===== config.mk =====
export PLATFORM = sky130hd
export DESIGN_NAME = regfile_wb_arbiter
export DESIGN_NICKNAME = d
export VERILOG_FILES = /design/src/rtl/cpu_pkg.sv /design/src/rtl/wb_fifo.sv /design/src/rtl/regfile_wb_arbiter.sv
export SDC_FILE = /design/constraint.sdc
export NUM_CORES = 1
export LEC_CHECK = 0
export CAP_MARGIN = 15
export CORE_ASPECT_RATIO = 0.8
export CORE_MARGIN = 2
export CORE_UTILIZATION = 44
export DETAILED_ROUTE_END_ITERATION = 10
export DONT_BUFFER_PORTS = 1
export GPL_ROUTABILITY_DRIVEN = 0
export SYNTH_ARGS = -nofsm -noshare
export SYNTH_HDL_FRONTEND = slang
export SYNTH_SLANG_ARGS = --single-unit

===== constraint.sdc =====
create_clock -name clk -period 2.95 [get_ports clk]
set_clock_uncertainty 0.2 [all_clocks]
set_input_delay 0.295 -clock clk [delete_from_list [all_inputs] [get_ports clk]]
set_output_delay 0.295 -clock clk [all_outputs]
set_load 0.05 [all_outputs]

===== src/rtl/cpu_pkg.sv =====
// Shared types for the register-file writeback path: register geometry,
// the queued write entry and the arbiter grant encoding.
package cpu_pkg;

    localparam int XLEN       = 32;
    localparam int REG_ADDR_W = 5;

    typedef struct packed {
        logic [REG_ADDR_W-1:0] rd;
        logic [XLEN-1:0]       data;
    } wb_entry_t;

    typedef enum logic {
        ALU = 1'b0,
        MEM = 1'b1
    } grant_e;

endpackage


===== src/rtl/wb_fifo.sv =====
// Small circular FIFO of pending register writes. Also exposes which slots
// hold live entries and their destination registers for the pending mask.
module wb_fifo
    import cpu_pkg::*;
#(
    parameter int DEPTH = 4
) (
    input  logic                             clk,
    input  logic                             rst_n,
    input  logic                             push,
    input  wb_entry_t                        pushEntry,
    input  logic                             pop,
    output wb_entry_t                        headEntry,
    output logic                             full,
    output logic                             empty,
    output logic [$clog2(DEPTH):0]           count,
    output logic [DEPTH-1:0]                 entryValid,
    output logic [DEPTH-1:0][REG_ADDR_W-1:0] entryRd
);

    localparam int PTR_W = $clog2(DEPTH);
    localparam logic [PTR_W:0] FULL_COUNT = (PTR_W+1)'(DEPTH);

    wb_entry_t        mem [DEPTH];
    logic [PTR_W-1:0] wrPtr;
    logic [PTR_W-1:0] rdPtr;
    logic [PTR_W-1:0] offset;
    logic             doPush;
    logic             doPop;

    assign full      = (count == FULL_COUNT);
    assign empty     = (count == '0);
    assign doPush    = push && !full;
    assign doPop     = pop && !empty;
    assign headEntry = mem[rdPtr];

    // Pointers wrap naturally because DEPTH is a power of two.
    always_ff @(posedge clk or negedge rst_n) begin
        if (!rst_n) begin
            wrPtr <= '0;
            rdPtr <= '0;
            count <= '0;
        end else begin
            if (doPush) begin
                wrPtr <= wrPtr + 1'b1;
            end
            if (doPop) begin
                rdPtr <= rdPtr + 1'b1;
            end
            case ({doPush, doPop})
                2'b10:   count <= count + 1'b1;
                2'b01:   count <= count - 1'b1;
                default: count <= count;
            endcase
        end
    end

    always_ff @(posedge clk) begin
        if (doPush) begin
            mem[wrPtr] <= pushEntry;
        end
    end

    // A slot is live when its distance from the read pointer is below count.
    always_comb begin
        offset     = '0;
        entryValid = '0;
        entryRd    = '0;
        for (int i = 0; i < DEPTH; i++) begin
            offset        = PTR_W'(i) - rdPtr;
            entryValid[i] = ({1'b0, offset} < count);
            entryRd[i]    = mem[i].rd;
        end
    end

endmodule


===== src/rtl/regfile_wb_arbiter.sv =====
// Register-file write port front end: round-robin merge of ALU and memory
// results into an ordered FIFO, drained one write per cycle.
module regfile_wb_arbiter
    import cpu_pkg::*;
#(
    parameter int DEPTH = 4
) (
    input  logic                    clk,
    input  logic                    rst_n,
    input  logic                    alu_valid,
    output logic                    alu_ready,
    input  logic [REG_ADDR_W-1:0]   alu_rd,
    input  logic [XLEN-1:0]         alu_data,
    input  logic                    mem_valid,
    output logic                    mem_ready,
    input  logic [REG_ADDR_W-1:0]   mem_rd,
    input  logic [XLEN-1:0]         mem_data,
    input  logic                    wb_stall,
    output logic [REG_ADDR_W-1:0]   rd,
    output logic [XLEN-1:0]         writeData,
    output logic                    regWrite,
    output logic [2**REG_ADDR_W-1:0] pending_mask,
    output logic [$clog2(DEPTH):0]  fifo_count
);

    grant_e                          lastGrant;
    grant_e                          lastGrantNext;
    logic                            grantAlu;
    logic                            grantMem;
    logic                            full;
    logic                            empty;
    logic                            push;
    wb_entry_t                       pushEntry;
    wb_entry_t                       headEntry;
    logic [DEPTH-1:0]                entryValid;
    logic [DEPTH-1:0][REG_ADDR_W-1:0] entryRd;

    always_ff @(posedge clk or negedge rst_n) begin
        if (!rst_n) begin
            lastGrant <= MEM;
        end else begin
            lastGrant <= lastGrantNext;
        end
    end

    // Round-robin only matters on conflict cycles; lone requesters always win.
    always_comb begin
        grantAlu      = 1'b0;
        grantMem      = 1'b0;
        lastGrantNext = lastGrant;
        if (alu_valid && mem_valid) begin
            if (lastGrant == MEM) begin
                grantAlu = 1'b1;
            end else begin
                grantMem = 1'b1;
            end
            if (!full) begin
                lastGrantNext = grantAlu ? ALU : MEM;
            end
        end else begin
            grantAlu = alu_valid;
            grantMem = mem_valid;
        end
    end

    assign alu_ready = grantAlu && !full && rst_n;
    assign mem_ready = grantMem && !full && rst_n;

    // Writes to x0 complete the handshake but are never queued.
    always_comb begin
        pushEntry = '0;
        push      = 1'b0;
        if (alu_ready) begin
            pushEntry.rd   = alu_rd;
            pushEntry.data = alu_data;
            push           = (alu_rd != '0);
        end else if (mem_ready) begin
            pushEntry.rd   = mem_rd;
            pushEntry.data = mem_data;
            push           = (mem_rd != '0);
        end
    end

    wb_fifo #(
        .DEPTH (DEPTH)
    ) u_fifo (
        .clk        (clk),
        .rst_n      (rst_n),
        .push       (push),
        .pushEntry  (pushEntry),
        .pop        (regWrite),
        .headEntry  (headEntry),
        .full       (full),
        .empty      (empty),
        .count      (fifo_count),
        .entryValid (entryValid),
        .entryRd    (entryRd)
    );

    assign regWrite  = !empty && !wb_stall;
    assign rd        = empty ? '0 : headEntry.rd;
    assign writeData = empty ? '0 : headEntry.data;

    always_comb begin
        pending_mask = '0;
        for (int i = 0; i < DEPTH; i++) begin
            if (entryValid[i]) begin
                pending_mask[entryRd[i]] = 1'b1;
            end
        end
        pending_mask[0] = 1'b0;
    end

endmodule


* After elaboration in Yosys (flattened, before gate mapping)
Memories as Yosys holds them, arrays and structs flattened.
Cells that the tools add are included.
Widths: inputs -> output; s select.
** Storage, ports and cells
- Flip-flop bits (word level) :: 8
- RAM bits :: 148
- Output and inout bits :: 75
- Logic and storage cells :: 79
- Memories :: 1
** Operators by class
- $add $sub $neg :: 8
- Magnitude comparators :: 12
- Eq/ne operators :: 3
- Multiplexer cells :: 27
- Bitwise operators :: 4
- Reduce and logical (&&, ||, !) cells :: 20
** Memories
- u_fifo.mem :: depth 4, bits a word 37, read ports 5, clocked after memory_dff 0, write ports 1, RTL line wb_fifo.sv:24 : wb_entry_t mem [DEPTH];
** Operator list (number)
- $mux 32 :: 5
- $or 32x32->32 :: 3
- $mux 37 :: 2
- $lt 5x6->1 const B :: 4
- $demux 1 s5 :: 4
- $ge 5x1->1 const B :: 4
- $mux 1 :: 14
- $logic_and 1x1->1 :: 12
- $lt 2x3->1 :: 4
- $reduce_bool 5->1 :: 2
- $pmux 3 s2 :: 1
- $mux 5 :: 1
- $add 2x1->2 const B :: 2
- $sub 1x2->2 const A :: 2
- $sub 2x2->2 const A :: 2
- $add 3x1->3 const B :: 1
- $eq 3x3->1 const B :: 1
- $logic_not 1->1 :: 3
- $logic_not 3->1 :: 1
- $sub 3x1->3 const B :: 1
- $eq 2x1->1 const B :: 1
- $eq 2x2->1 const B :: 1
- $reduce_and 2->1 :: 1
- $reduce_bool 2->1 :: 1
- $not 1->1 :: 1

* Logic depth before layout (Yosys ltp)
An unclocked memory read counts as a cell.
- Depth in word-level cells :: 12
- Gate-level depth with buffers :: 11
- Mapped depth without buffers :: 11

* By module
From an unflattened synthesis, not the netlist that was laid out.
** Unflattened totals
- Cells, all modules :: 506
- Area, all modules :: 7726.2 µm²
** Modules (own cells, without submodules)
- wb_fifo :: times used 1, cells each 271, area an instance 6030.8 µm², seq. area each 4619.4 µm²
- regfile_wb_arbiter :: times used 1, cells each 235, area an instance 1695.4 µm², seq. area each 26.3 µm²

* Worst setup path before layout
OpenSTA, ideal clock, no wires.
- Path kind :: register to register
- From :: register u_fifo.count[0]
- To :: register u_fifo.count[2]
- Setup time :: 81 ps
- Data arrival time :: 2956 ps
- Required time :: 2669 ps
- Setup slack :: -287 ps
- Cell stages (with the launch flop) :: 10
- Period minus slack after synthesis :: 3237 ps
- Cells stage by stage :: dfrtp_1 nor3_1 clkbuf_1 nor2_1 ha_1 inv_1 fa_1 xor2_1 nor2_1 xnor2_1
** RTL lines
- start: declaration :: RTL line wb_fifo.sv:16 : output logic [$clog2(DEPTH):0] count,
- start signal: assignment :: RTL line wb_fifo.sv:51 : 2'b10: count <= count + 1'b1;
- start signal: assignment :: RTL line wb_fifo.sv:52 : 2'b01: count <= count - 1'b1;
- start signal: assignment :: RTL line wb_fifo.sv:53 : default: count <= count;
- $logic_not 3->1 * :: RTL line wb_fifo.sv:32 : assign empty = (count == '0);
- $logic_not 1->1 * :: RTL line regfile_wb_arbiter.sv:100 : assign regWrite = !empty && !wb_stall;
- $logic_and 1x1->1 * :: RTL line regfile_wb_arbiter.sv:100
- net regWrite :: RTL line regfile_wb_arbiter.sv:21 : output logic regWrite,
- $logic_and 1x1->1 * :: RTL line wb_fifo.sv:34 : assign doPop = pop && !empty;
- $eq 2x1->1 or $eq 2x2->1 (tied branches) :: RTL line wb_fifo.sv:50 : case ({doPush, doPop})
- $pmux 3 s2 or $reduce_bool 2->1 (tied branches)
The timed path passes the listed nets; every way through them passes the cells marked *.
A chain may end at the register's enable or synchronous reset.

* Final worst setup path
- From :: register u_fifo.rdPtr[0]
- To :: output pending_mask[17]
** Between the ends
- Cells in the longest elaborated chain, start to end :: 9
** Ends and longest elaborated chain
- start: declaration :: RTL line wb_fifo.sv:26 : logic [PTR_W-1:0] rdPtr;
- start signal: assignment :: RTL line wb_fifo.sv:48 : rdPtr <= rdPtr + 1'b1;
- $sub 1x2->2 :: RTL line wb_fifo.sv:70 : offset = PTR_W'(i) - rdPtr;
- $lt 2x3->1 :: RTL line wb_fifo.sv:71 : entryValid[i] = ({1'b0, offset} < count);
- $mux 32 :: RTL line regfile_wb_arbiter.sv:107 : if (entryValid[i]) begin
- $or 32x32->32 (no source line)
- $mux 32 :: RTL line regfile_wb_arbiter.sv:107
- $or 32x32->32 (no source line)
- $mux 32 :: RTL line regfile_wb_arbiter.sv:107
- $or 32x32->32 (no source line)
- $mux 32 * :: RTL line regfile_wb_arbiter.sv:107
- end: declaration :: RTL line regfile_wb_arbiter.sv:22 : output logic [2**REG_ADDR_W-1:0] pending_mask,
Mark *: on every way between the ends. The rest lies on a longest branch, timed or not.

==> flow_summary.toml <==
[die]
die-area_um2 = 18500
start_util = 0.445
die_w_um = 152
io_pins = 154
rows = 43
core_um2 = 17200
die_h_um = 122

[layout]
multi_input_area_um2 = 2980
fin_nets = 768
final_cell_count_no_fill = 917
seqCellArea_um2 = 4650
drive_above_1_share = 0.289
final_util = 0.587
area_growth_pct = 31.8
antenna_cells = 0
fillers = 1339

[yosys]
synth_cell_type_count = 48
yosysTopAreaCellShare = 0.580
synth_fp_nets = 620
yosys_warnings = 0
synth_area_leaders = "edfxtp_1 58%, mux4_2 11%, a22o_1 4.1%"
ys_async_sr_fraction = 0.0513
synth_ff_type = "edfxtp_1"
synth-edff-count = 148
avgSynthCellArea_um2 = 14.4
syn_area_um2 = 7670
ys_seq_area_frac = 0.606
syn_inst = 531
ys_seq_elements = 156
yosys.area.top_type = "edfxtp_1"

[timing]
maxSlewViolCount = 0
fin_ws_ns = 0.0543
finalSetupViolCount = 0
rsz0062_at_grt = "yes"
hold_viol = 0
worst_hold_slack_ns = 0.000202
setup_tns_ns = 0
period_share = 0.982
fin_crit_ns = 2.90
max_freq_mhz = 345

[worst_hold_path]
hold_class = "input port to flop"

[routing]
drtAntennaViolNets = 0
dr.pass1.iters = 5
routed_wl_um = 19500
wire_per_inst_um = 21.2
wl_met2_um = 9580
dr.max_layer_used = "met4"
wl_met3_um = 1580
drc = 0
drt_iter0_drc = 446
viasPerCell = 5.88
via_count = 5392
m1WireLength_um = 7960

[grt]
grt.overflow.total = 0
grt_use_total = 0.215
grt_pass1_vias = 5407
grt_pass1_wl_um = 29200
grt_max_degree = 38
antenna_found_initial = 0

[placement]
io_buffers = 0
place_ws_ns = 0.313
dpl.hpwl_um = 12600
dpl.cell_count = 816

[power_and_ir_drop]
ir_drop_uv = 827
p_leak_nw = 3.64
p_per_area_nw_per_um2 = 1110

[critical_path]
path_max_fanout = 10
cp_slowest_cell = "dfrtp_2"
end_kind = "output pin"
cpPeakStageDelay_ns = 0.44
required_ns = 2.46
path_cells = "xnor2_2, inv_1, ha_4, a21oi_4, o21bai_4, buf_4, o221ai_1, buf_4"
cp_common_cell = "buf_4"
critPathLaunchType = "flop"
crit_arrival_ns = 2.40
path_class = "flop to output pin"

[clock_tree]
clk_path_buf_depth = 2
numClockSinks = 156
cts-htree-levels = 4
cts_buffers = 17
clk_latency_ns = 0.42
clkSlewWorstSetupHoldPaths_ns = 0.06
tritoncts = "built"
ctsRootBufferMaster = "clkbuf_16"

[status]
outcome = "completed"

[flow_run]
maxCapViolations = 0
## cells in the mapped netlist, drive strengths merged, types with 3 or more instances
library cell and count:
dfrtp 7, xnor2 6, nand2 32, o221ai 22, mux4 37, edfxtp 148, buf 24, a221o 3
o21ai 6, a22o 37, clkbuf 9, nand3 13, a22oi 18, nand2b 12, nor2b 46, inv 10
nor3 12, a21oi 5, o22ai 7, ha 9, and2 6, nor2 31, a211o 6
## cell type report
| type | instances | share of cell area |
|---|---|---|
| sequential | 156 | 0.460 |
| clock inverter | 14 | 0.0166 |
| clock buffer | 18 | 0.0425 |
| tap | 225 | 0.0279 |
| timing repair buffer | 161 | 0.154 |
| inverter | 10 | 0.00372 |
| multi-input combinational | 333 | 0.295 |
## per-layer routing
| layer | up-vias | global-route usage |
|---|---|---|
| met4 | 0 | 0.0770 |
| met2 | 268 | 0.353 |
| met1 | 2677 | 0.280 |
| met5 | - | 0 |
| met3 | 26 | 0.0517 |
| li1 | 2421 | - |
## metrics by stage
| stage | power [mW] | instance area (um^2) |
|---|---|---|
| 3_5_place_dp | 8.70 | 8710 |
| 4_1_cts | 11.2 | 10000 |
| 3_3_place_gp | 8.60 | 8710 |
| 6_report | 11.2 | 10100 |
| 2_1_floorplan | 7.07 | 7700 |
| 5_1_grt | 11.8 | 10100 |
## critical path: cells and delay by family (launching register included)
kind,cells,cell delay (ns)
fa+ha+maj,1,0.22
flops,1,0.44
xor+xnor,1,0.18
compound gates,3,0.62
buf+inv,3,0.52
## final timing paths
kind	cells after the start	slack, ns	from	endpoint
setup / recovery	8	0.05	u_fifo.rdPtr[0]$_DFFE_PN0P_	pending_mask[17]
min in group asynchronous	1	0.03	rst_n	u_fifo.count[0]$_DFFE_PN0P_
hold reg to reg	1	0.32	lastGrant$_DFFE_PN1P_	lastGrant$_DFFE_PN1P_
hold / removal	1	0.0002	mem_data[7]	u_fifo.mem[3][7]$_DFFE_PP_
max in group asynchronous	1	2.20	rst_n	lastGrant$_DFFE_PN1P_
setup reg to reg	8	0.21	u_fifo.count[1]$_DFFE_PN0P_	u_fifo.mem[2][25]$_DFFE_PP_
## sequential cells by signal, indices dropped and copies added, names as in the netlist
register / cells
u_fifo.rdPtr: 2
u_fifo.wrPtr: 2
u_fifo.count: 3
lastGrant: 1
u_fifo.mem: 148
## power breakdown
group	total, mW	internal (mW)	switching [mW]	leakage [nW]
Clock	2.19	1.33	0.854	0.279
Combinational	5.94	2.17	3.77	1.89
Sequential	3.11	2.90	0.210	1.47
Total	11.2	6.41	4.83	3.64
## what timing repair did
| action | in CTS | in global routing |
|---|---|---|
| endpoints found under the setup margin | 29 | 30 |
| cloned | 0 | 1 |
| buffers inserted | 0 | 3 |
| hold endpoints to repair | 134 | 0 |
| gates resized for setup | 10 | 13 |
| hold buffers | 65 | 0 |
| pin swaps | 0 | 1 |
## cell families after synthesis
kind of cell | after synthesis | synth area share
other cells | 1 | 0.000489
flops | 156 | 0.606
fa+ha+maj | 10 | 0.0173
xor+xnor | 8 | 0.00914
simple gates | 158 | 0.105
buf+inv | 43 | 0.0258
mux | 38 | 0.111
compound gates | 117 | 0.125
## placed cells by master (no fill, tap or decap), types with 16 or more instances in the layout
cell,Yosys,final
a22o_1,36,36
clkbuf_16,0,17
buf_4,4,81
o221ai_1,22,16
nor2_1,31,28
a22oi_1,18,16
nand2_1,32,31
nor2b_1,46,46
mux4_2,37,37
dlygate4sd3_1,0,65
edfxtp_1,148,148
Power figures use the tool's default switching activity.
